## src/rtl/s27_core.sv

```systemverilog
// ISCAS-89 s27 sequential block: three state flops and a Mealy output G17
// computed from current state and the four primary inputs.
module s27_core (
  input  logic CK,
  input  logic RST_N,
  input  logic G0,
  input  logic G1,
  input  logic G2,
  input  logic G3,
  output logic G17
);

  logic r_g5;
  logic r_g6;
  logic r_g7;

  logic w_g8;
  logic w_g9;
  logic w_g10;
  logic w_g11;
  logic w_g12;
  logic w_g13;
  logic w_g14;
  logic w_g15;
  logic w_g16;

  // Feed-forward network from the flops; no path loops back without a flop.
  always_comb begin
    w_g14 = ~G0;
    w_g8  = w_g14 & r_g6;
    w_g12 = ~(G1 | r_g7);
    w_g15 = w_g12 | w_g8;
    w_g16 = G3 | w_g8;
    w_g9  = ~(w_g16 & w_g15);
    w_g11 = ~(r_g5 | w_g9);
    w_g10 = ~(w_g14 | w_g11);
    w_g13 = ~(G2 | w_g12);
  end

  assign G17 = ~w_g11;

  always_ff @(posedge CK or negedge RST_N) begin
    if (!RST_N) begin
      r_g5 <= 1'b0;
      r_g6 <= 1'b0;
      r_g7 <= 1'b0;
    end else begin
      r_g5 <= w_g10;
      r_g6 <= w_g11;
      r_g7 <= w_g13;
    end
  end

endmodule

```

## config.mk

```make
export PLATFORM = sky130hd
export DESIGN_NAME = s27_core
export DESIGN_NICKNAME = d
export VERILOG_FILES = /design/src/rtl/s27_core.sv
export SDC_FILE = /design/constraint.sdc
export NUM_CORES = 1
export LEC_CHECK = 0
export CORE_AREA = 5 5 42 44
export DETAILED_ROUTE_END_ITERATION = 12
export DIE_AREA = 0 0 47 49
export SYNTH_ARGS = -nofsm -noshare
export SYNTH_HDL_FRONTEND = slang
export SYNTH_SLANG_ARGS = --single-unit
```

## constraint.sdc

```tcl
create_clock -name CK -period 1 [get_ports CK]
set_input_delay 0.3 -clock CK [delete_from_list [all_inputs] [get_ports CK]]
set_output_delay 0.3 -clock CK [all_outputs]
set_load 0.02 [all_outputs]
```

# Word level (Yosys, flattened, before mapping)
# Index checks and enable logic that the tools add are counted.
dict set report op_classes {
  addsub 0
  n_div 0
  order_cmp 0
  reduce_logical 0
  eq_ne 0
  mul 0
  n_mux 0
  bitwise 14
  n_shift 0
}
# cell n
set ops {}
lappend ops {{$not A1 Y1} 6}
lappend ops {{$or A1 B1 Y1} 6}
lappend ops {{$and A1 B1 Y1} 2}
dict set report totals {
  mem_bits_ro 0
  word_cells 17
  out_inout_bits 1
  latchBits 0
  ramBits 0
  mem_count 0
  ff_bits 3
}

# Depth between registers and ports, before layout
# Gate-level depths: netlist (run 1).
dict set report logic_depth {
  depth_word 9
  mapped_depth 2
}

# Worst setup path after synthesis (run 1)
# No wires, ideal clock.
dict set report synth_timing {
  path_kind {register to output}
  startpoint {register r_g7}
  endpoint {output G17}
  path_slack_ns -0.137
  arrival_ns 0.837
  path_stages_with_launch 3
  cell_sequence {dfrtp_1 nor4b_4 a21oi_1}
}
dict set report synth_via {
  elab_chain_cells 6
}
# item line_no
set synth_lines {}
lappend synth_lines {{start: declaration} 15} ;# logic r_g7;
lappend synth_lines {{start signal: assignment} 50} ;# r_g7 <= w_g13;
lappend synth_lines {{$or A1 B1 Y1} 31} ;# w_g12 = ~(G1 | r_g7);
lappend synth_lines {{$not A1 Y1} 31}
lappend synth_lines {{$or A1 B1 Y1} 32} ;# w_g15 = w_g12 | w_g8;
lappend synth_lines {{$and A1 B1 Y1} 34} ;# w_g9 = ~(w_g16 & w_g15);
lappend synth_lines {{$not A1 Y1} 34}
lappend synth_lines {{$or A1 B1 Y1} 35} ;# w_g11 = ~(r_g5 | w_g9);
lappend synth_lines {{end: declaration} 10} ;# output logic G17
# Every way passes these cells.

# Final worst setup path (run 1)
dict set report layout_timing {
  startpoint {input G0}
  endpoint {output G17}
}
dict set report layout_via {
  elab_chain_cells 6
  elab_cells_between_ends 7
  cone_classes {bitwise (7)}
}
# item line_no
set layout_lines {}
lappend layout_lines {{start: declaration} 6} ;# input logic G0,
lappend layout_lines {{$not A1 Y1 *} 29} ;# w_g14 = ~G0;
lappend layout_lines {{$and A1 B1 Y1 *} 30} ;# w_g8 = w_g14 & r_g6;
lappend layout_lines {{$or A1 B1 Y1 (on tied branches)} {33, 32}}
lappend layout_lines {{$and A1 B1 Y1 *} 34}
lappend layout_lines {{$not A1 Y1 *} 34}
lappend layout_lines {{$or A1 B1 Y1 *} 35}
# Mark *: on every way between the ends. The rest lies on a longest branch, timed or not.

==> metrics.csv, run 1 <==
metric;value;unit
fin crit period;1.43;ns
die area;2300;um2
unrepaired setup endpoints after global routing;true;
Max-cap violations;0;
setup_tns;-0.432;ns
Unique masters post-synth;6;
Hold WS;0.263;ns
vias in the first global route;111;
antenna viol nets, final;0;
fin worst setup slack;-0.432;ns
Post-Layout Cell Count;37;
r2r worst-path depth;3;
Post-route DRC;0;
number of core rows;14;
R2R Setup Slk;0;ns
Port Buffers;6;
routed via count;105;
critical path class;input pin to primary output;
Placer Congestion;0.669;
fillcell total;168;
share of cells above drive strength 1;33.3;%
Area Growth Syn to Fin;87.4;%
final-report setup violation count;1;
#FFs+latches synth;3;
DRT Pass-1 Iters;2;
Worst Setup End Kind;primary output;
run status;finished with violations;
buffers and inverters on the worst path;2;
pwr dens;1610;nW/um2
CP Cell Sequence;clkdlybuf4s50_1, nor2_1, a21oi_2, buf_4;
leakage power;0.112;nW
Post-Syn Area;129;um2
Worst Skew;0.00155;ns
r2r startpoint;r_g7$_DFF_PN0_;
Critical Path End;G17;
total power;0.388;mW
CTS Hold Bufs;0;
Warnings, synthesis;0;
Die W;47;um
Post-DP Area;220;um2
Peak Freq;698;MHz
root cell of the clock tree;clkbuf_4;
worst endpoint data arrival time;1.13;ns
CP required;0.70;ns
instance count on the critical path;4;
starting density of the core;9.20;%
synthesized instance count;10;
Ports;7;
Core ar.;1400;um2
DR iter-0 viols;1;
FF-to-FF End;r_g5$_DFF_PN0_;
Tot GR Track Use;3.38;%
crit-path max cell delay;0.42;ns
Hold Crit Class;input pin to asynchronous set/reset pin;
clk_lat worst skew;0.23;ns
gr ovfl total;0;
Mapped Nets;16;
CTS tree;done;
CTS sink cnt;3;
Clock Path Buffers;2;
nets;28;
Final period util;143;%
register area share after synthesis;58.3;%
DR WL/cell;7.86;um
post-DP HPWL;217;um
initial antenna violation count;0;
multi-input logic area;57.6;um2
worst-path fanout max;2;
largest net degree at the start of global routing;4;
Slew Limit Fails;0;
register area;75.1;um2
n_diodes;0;
failing checks;negative setup slack;
final instance area;241;um2
synth top area cells;dfrtp_1 (58%), nor4b_4 (18%), nor2_1 (8.7%), a21o_1 (5.8%), nor2b_1 (4.9%);
Die Ht;49;um
CTS buffer count;3;
maximum VDD drop;0.000878;V
Avg Cell Area, Syn;12.9;um2
Setup crit start kind;input pin;
dominant cell type by area after synthesis;dfrtp_1;
WL final;291;um
Slew headroom;84.0;%
slowest library cell on the worst path;clkdlybuf4s50_1;
delay-heaviest family, CP;buffers and inverters;
worst slew pin tran;0.238;ns
Hold Fails Final Rpt;0;
CP startpoint;G0;
Via-to-Cell Ratio;2.84;
CTS clk-pin slew, worst paths;0.04;ns
H-tree Lvls;1;
global-route wire length before repair;469;um
dpl cells;33;
Synth top area share;58.3;%
==> worst min-delay path by stage <==
stage / end / slack, ns / cells past startpoint
after floorplan: r_g5$_DFF_PN0_ / 0.004 / 0
after global placement: r_g6$_DFF_PN0_ / 0.48 / 1
after detailed placement: r_g5$_DFF_PN0_ / 0.50 / 1
after CTS: r_g5$_DFF_PN0_ / 0.26 / 1
after global routing: r_g5$_DFF_PN0_ / 0.26 / 1
final: r_g5$_DFF_PN0_ / 0.26 / 1
==> where the power goes <==
part,internal (mW),switching (mW)
sequential,0.130,0.00738
clock,0.149,0.0558
combinational,0.0287,0.0173
==> cells in the final DEF (no fill, tap or decap) <==
| cell | netlist | layout |
|---|---|---|
| a21o_1 | 1 | 1 |
| a21oi_2 | 0 | 1 |
| buf_4 | 0 | 2 |
| clkbuf_1 | 0 | 1 |
| clkbuf_4 | 0 | 3 |
| clkdlybuf4s50_1 | 0 | 3 |
| dfrtp_1 | 3 | 3 |
| dlygate4sd2_1 | 0 | 2 |
| nor2_1 | 3 | 3 |
| nor2b_1 | 1 | 1 |
| nor4b_4 | 1 | 1 |
==> synth_stat cells <==
library cell  number
a21oi_1            1
nor4b_4            1
nor2_1             3
nor2b_1            1
dfrtp_1            3
a21o_1             1
==> worst reg2reg max path: stages, from the launching register on <==
cell	delay, ns
dfrtp_1	0.39
nor4b_4	0.30
buf_4	0.16
nor2b_1	0.04
==> flip-flops by register name, summed over array words and instances, names as in the netlist <==
register	count
r_g7	1
r_g5	1
r_g6	1
==> timing repair <==
action                                  in CTS  in global routing
resized for setup                            7                  0
endpoints found under the setup margin       3                  3
buffers inserted                             0                  1
pin swaps                                    1                  1
==> metal layers <==
layer | up-vias | global-route usage, % | part of all wire [%]
li1 | 56 | - | -
met1 | 40 | 4.19 | 42
met2 | 9 | 2.26 | 29
met3 | 0 | 5.90 | 29
met4 | 0 | 1.38 | 0
met5 | - | 0 | 0
==> layout make-up <==
cell class | count | area share (%)
timing repair buffer | 7 | 25.9
tap | 16 | 8.29
sequential | 3 | 31.1
clock buffer | 4 | 10.9
multi-input combinational | 7 | 23.8
==> per-stage QoR <==
| step | utilization (%) | worst slack [ns] |
|---|---|---|
| 2_1_floorplan | - | -0.0936 |
| 3_3_place_gp | 15.7 | -0.978 |
| 3_5_place_dp | 15.7 | -0.978 |
| 4_1_cts | 17.2 | -0.473 |
| 5_1_grt | 17.2 | -0.494 |
| 6_report | 17.2 | -0.432 |
==> logic make-up (layout without fill, tap and decap cells) <==
group           Yosys count  after routing  share of synthesized area (%)
buf+inv                   0             11                              0
compound gates            2              2                           9.71
simple gates              5              5                           32.0
flops                     3              3                           58.3
No activity file was read; power rests on OpenSTA's default activity.
==> inputs of run 2 (changes only) <==
- CORE_AREA: 5 5 42 44 -> 3 3 40 42
- DIE_AREA: 0 0 47 49 -> 0 0 43 45
==> run 2 against run 1 <==
Global-route usage increased by 1.5 points. Critical path type is now flip-flop to primary output. Largest cell class unchanged. Register-to-register slack barely moved. Clock skew decreased by 0.00084 ns. Non-clock buffer count unchanged. First-iteration DRC count unchanged. The flow still finishes with violations (negative setup slack). Total power up 3.0%. Worst hold slack lost 0.011 ns. Clock power increased by 4%. Sequential share of layout area decreased by 0.32 points. Core utilization is 1.8 points higher. Critical path depth fell by 1.
==> metrics.csv, run 2 (same netlist as run 1, synthesis figures left out) <==
metric;value;unit
clk_lat worst skew;0.23;ns
CTS tree;done;
FF-to-FF End;r_g5$_DFF_PN0_;
worst slew pin tran;0.232;ns
CP Cell Sequence;nor4b_4, a21oi_2, buf_6;
Clock Path Buffers;2;
Core ar.;1280;um2
Hold Crit Class;input pin to asynchronous set/reset pin;
Via-to-Cell Ratio;3.28;
DR iter-0 viols;1;
r2r worst-path depth;3;
global-route wire length before repair;586;um
Area Growth Syn to Fin;89.3;%
fin worst setup slack;-0.431;ns
Slew headroom;84.4;%
maximum VDD drop;0.000535;V
Post-route DRC;0;
Die W;43;um
Critical Path End;G17;
r2r startpoint;r_g7$_DFF_PN0_;
CTS clk-pin slew, worst paths;0.04;ns
worst-path fanout max;2;
buffers and inverters on the worst path;1;
Worst Setup End Kind;primary output;
Placer Congestion;0.567;
share of cells above drive strength 1;33.3;%
initial antenna violation count;0;
vias in the first global route;138;
Final period util;143;%
gr ovfl total;0;
CTS Hold Bufs;0;
delay-heaviest family, CP;flip-flops;
Max-cap violations;0;
antenna viol nets, final;0;
failing checks;negative setup slack;
die area;1940;um2
commonest cells after routing, fill and taps aside;nor2_1 (3), clkbuf_4 (3), clkdlybuf4s50_1 (3), dfrtp_1 (3), dlygate4sd2_1 (2);
Ports;7;
WL final;363;um
Peak Freq;699;MHz
worst endpoint data arrival time;1.13;ns
nets;28;
pwr dens;1640;nW/um2
critical path class;flip-flop to primary output;
crit-path max cell delay;0.40;ns
H-tree Lvls;1;
starting density of the core;10.0;%
CP startpoint;r_g7$_DFF_PN0_;
run status;finished with violations;
Post-Layout Cell Count;36;
instance count on the critical path;3;
fin crit period;1.43;ns
CTS buffer count;3;
Tot GR Track Use;4.84;%
Worst Skew;0.000710;ns
unrepaired setup endpoints after global routing;true;
number of core rows;13;
Layout Utilization;19.0;%
root cell of the clock tree;clkbuf_4;
largest net degree at the start of global routing;4;
slowest library cell on the worst path;dfrtp_1;
DRT Pass-1 Iters;2;
dpl cells;32;
DR WL/cell;10.1;um
CP required;0.70;ns
Setup crit start kind;flip-flop;
final-report setup violation count;2;
R2R Setup Slk;0;ns
Die Ht;45;um
Regs by FF count;r_g5 (1), r_g6 (1), r_g7 (1);
CTS sink cnt;3;
Slew Limit Fails;0;
Port Buffers;6;
Hold Fails Final Rpt;0;
routed via count;118;
n_diodes;0;
leakage power;0.114;nW
fillcell total;145;
==> run 2: cell counts in the layout (fill, tap and decap cells not counted) <==
Identical to the previous run, type by type.
==> run 2: area by class of cell <==
cell class | count | area [um2] | area share [%]
sequential | 3 | 75.1 | 30.8
clock buffer | 4 | 26.3 | 10.8
tap | 15 | 18.8 | 7.69
timing repair buffer | 7 | 66.3 | 27.2
multi-input combinational | 7 | 57.6 | 23.6
==> run 2: stage by stage <==
step | TNS (ns) | power, mW | hold slack [ns] | worst slack, ns | cell area [um2]
after floorplan | -0.0936 | 0.156 | 0.00441 | -0.0936 | 133
after global placement | -1.71 | 0.187 | 0.480 | -0.964 | 219
after detailed placement | -1.92 | 0.191 | 0.497 | -1.02 | 219
after CTS | -0.476 | 0.415 | 0.246 | -0.455 | 244
after global routing | -0.538 | 0.436 | 0.247 | -0.480 | 244
final | -0.435 | 0.400 | 0.252 | -0.431 | 244
==> run 2: how the worst min path moves through the flow <==
stage / from / to / slack, ns / cells after the start
final: RST_N / r_g7$_DFF_PN0_ / 0.25 / 1
after global routing: RST_N / r_g7$_DFF_PN0_ / 0.25 / 1
after CTS: RST_N / r_g7$_DFF_PN0_ / 0.25 / 1
after detailed placement: RST_N / r_g7$_DFF_PN0_ / 0.50 / 1
after global placement: r_g6$_DFF_PN0_ / r_g6$_DFF_PN0_ / 0.48 / 1
after floorplan: RST_N / r_g5$_DFF_PN0_ / 0.004 / 0
==> run 2: where the power goes <==
part           switching (mW)  internal, mW  total [mW]
registers             0.00756         0.130       0.138
clock network          0.0639         0.150       0.213
logic                  0.0188        0.0303      0.0490
==> run 2: timing repair <==
action | in CTS | in global routing
setup endpoints to repair | 3 | 3
pin swaps | 1 | 2
buffers inserted | 1 | 1
gates resized for setup | 8 | 0
hold endpoints to repair | 0 | 0
==> run 2: metal layers <==
metal | track usage [%] | vias up | share of wire (%) | routed length, um
met5 | 0 | - | 0 | 0
met4 | 7.23 | 0 | 3.3 | 12
met3 | 1.20 | 2 | 5.2 | 19
met2 | 6.89 | 9 | 52 | 187
met1 | 4.84 | 52 | 39 | 143
li1 | - | 55 | - | -
==> inputs of run 3 (changes only) <==
- ABC_AREA: unset -> 0
==> results of run 3 <==
Same layout as run 2: the final DEF is identical, and so are final timing and power.
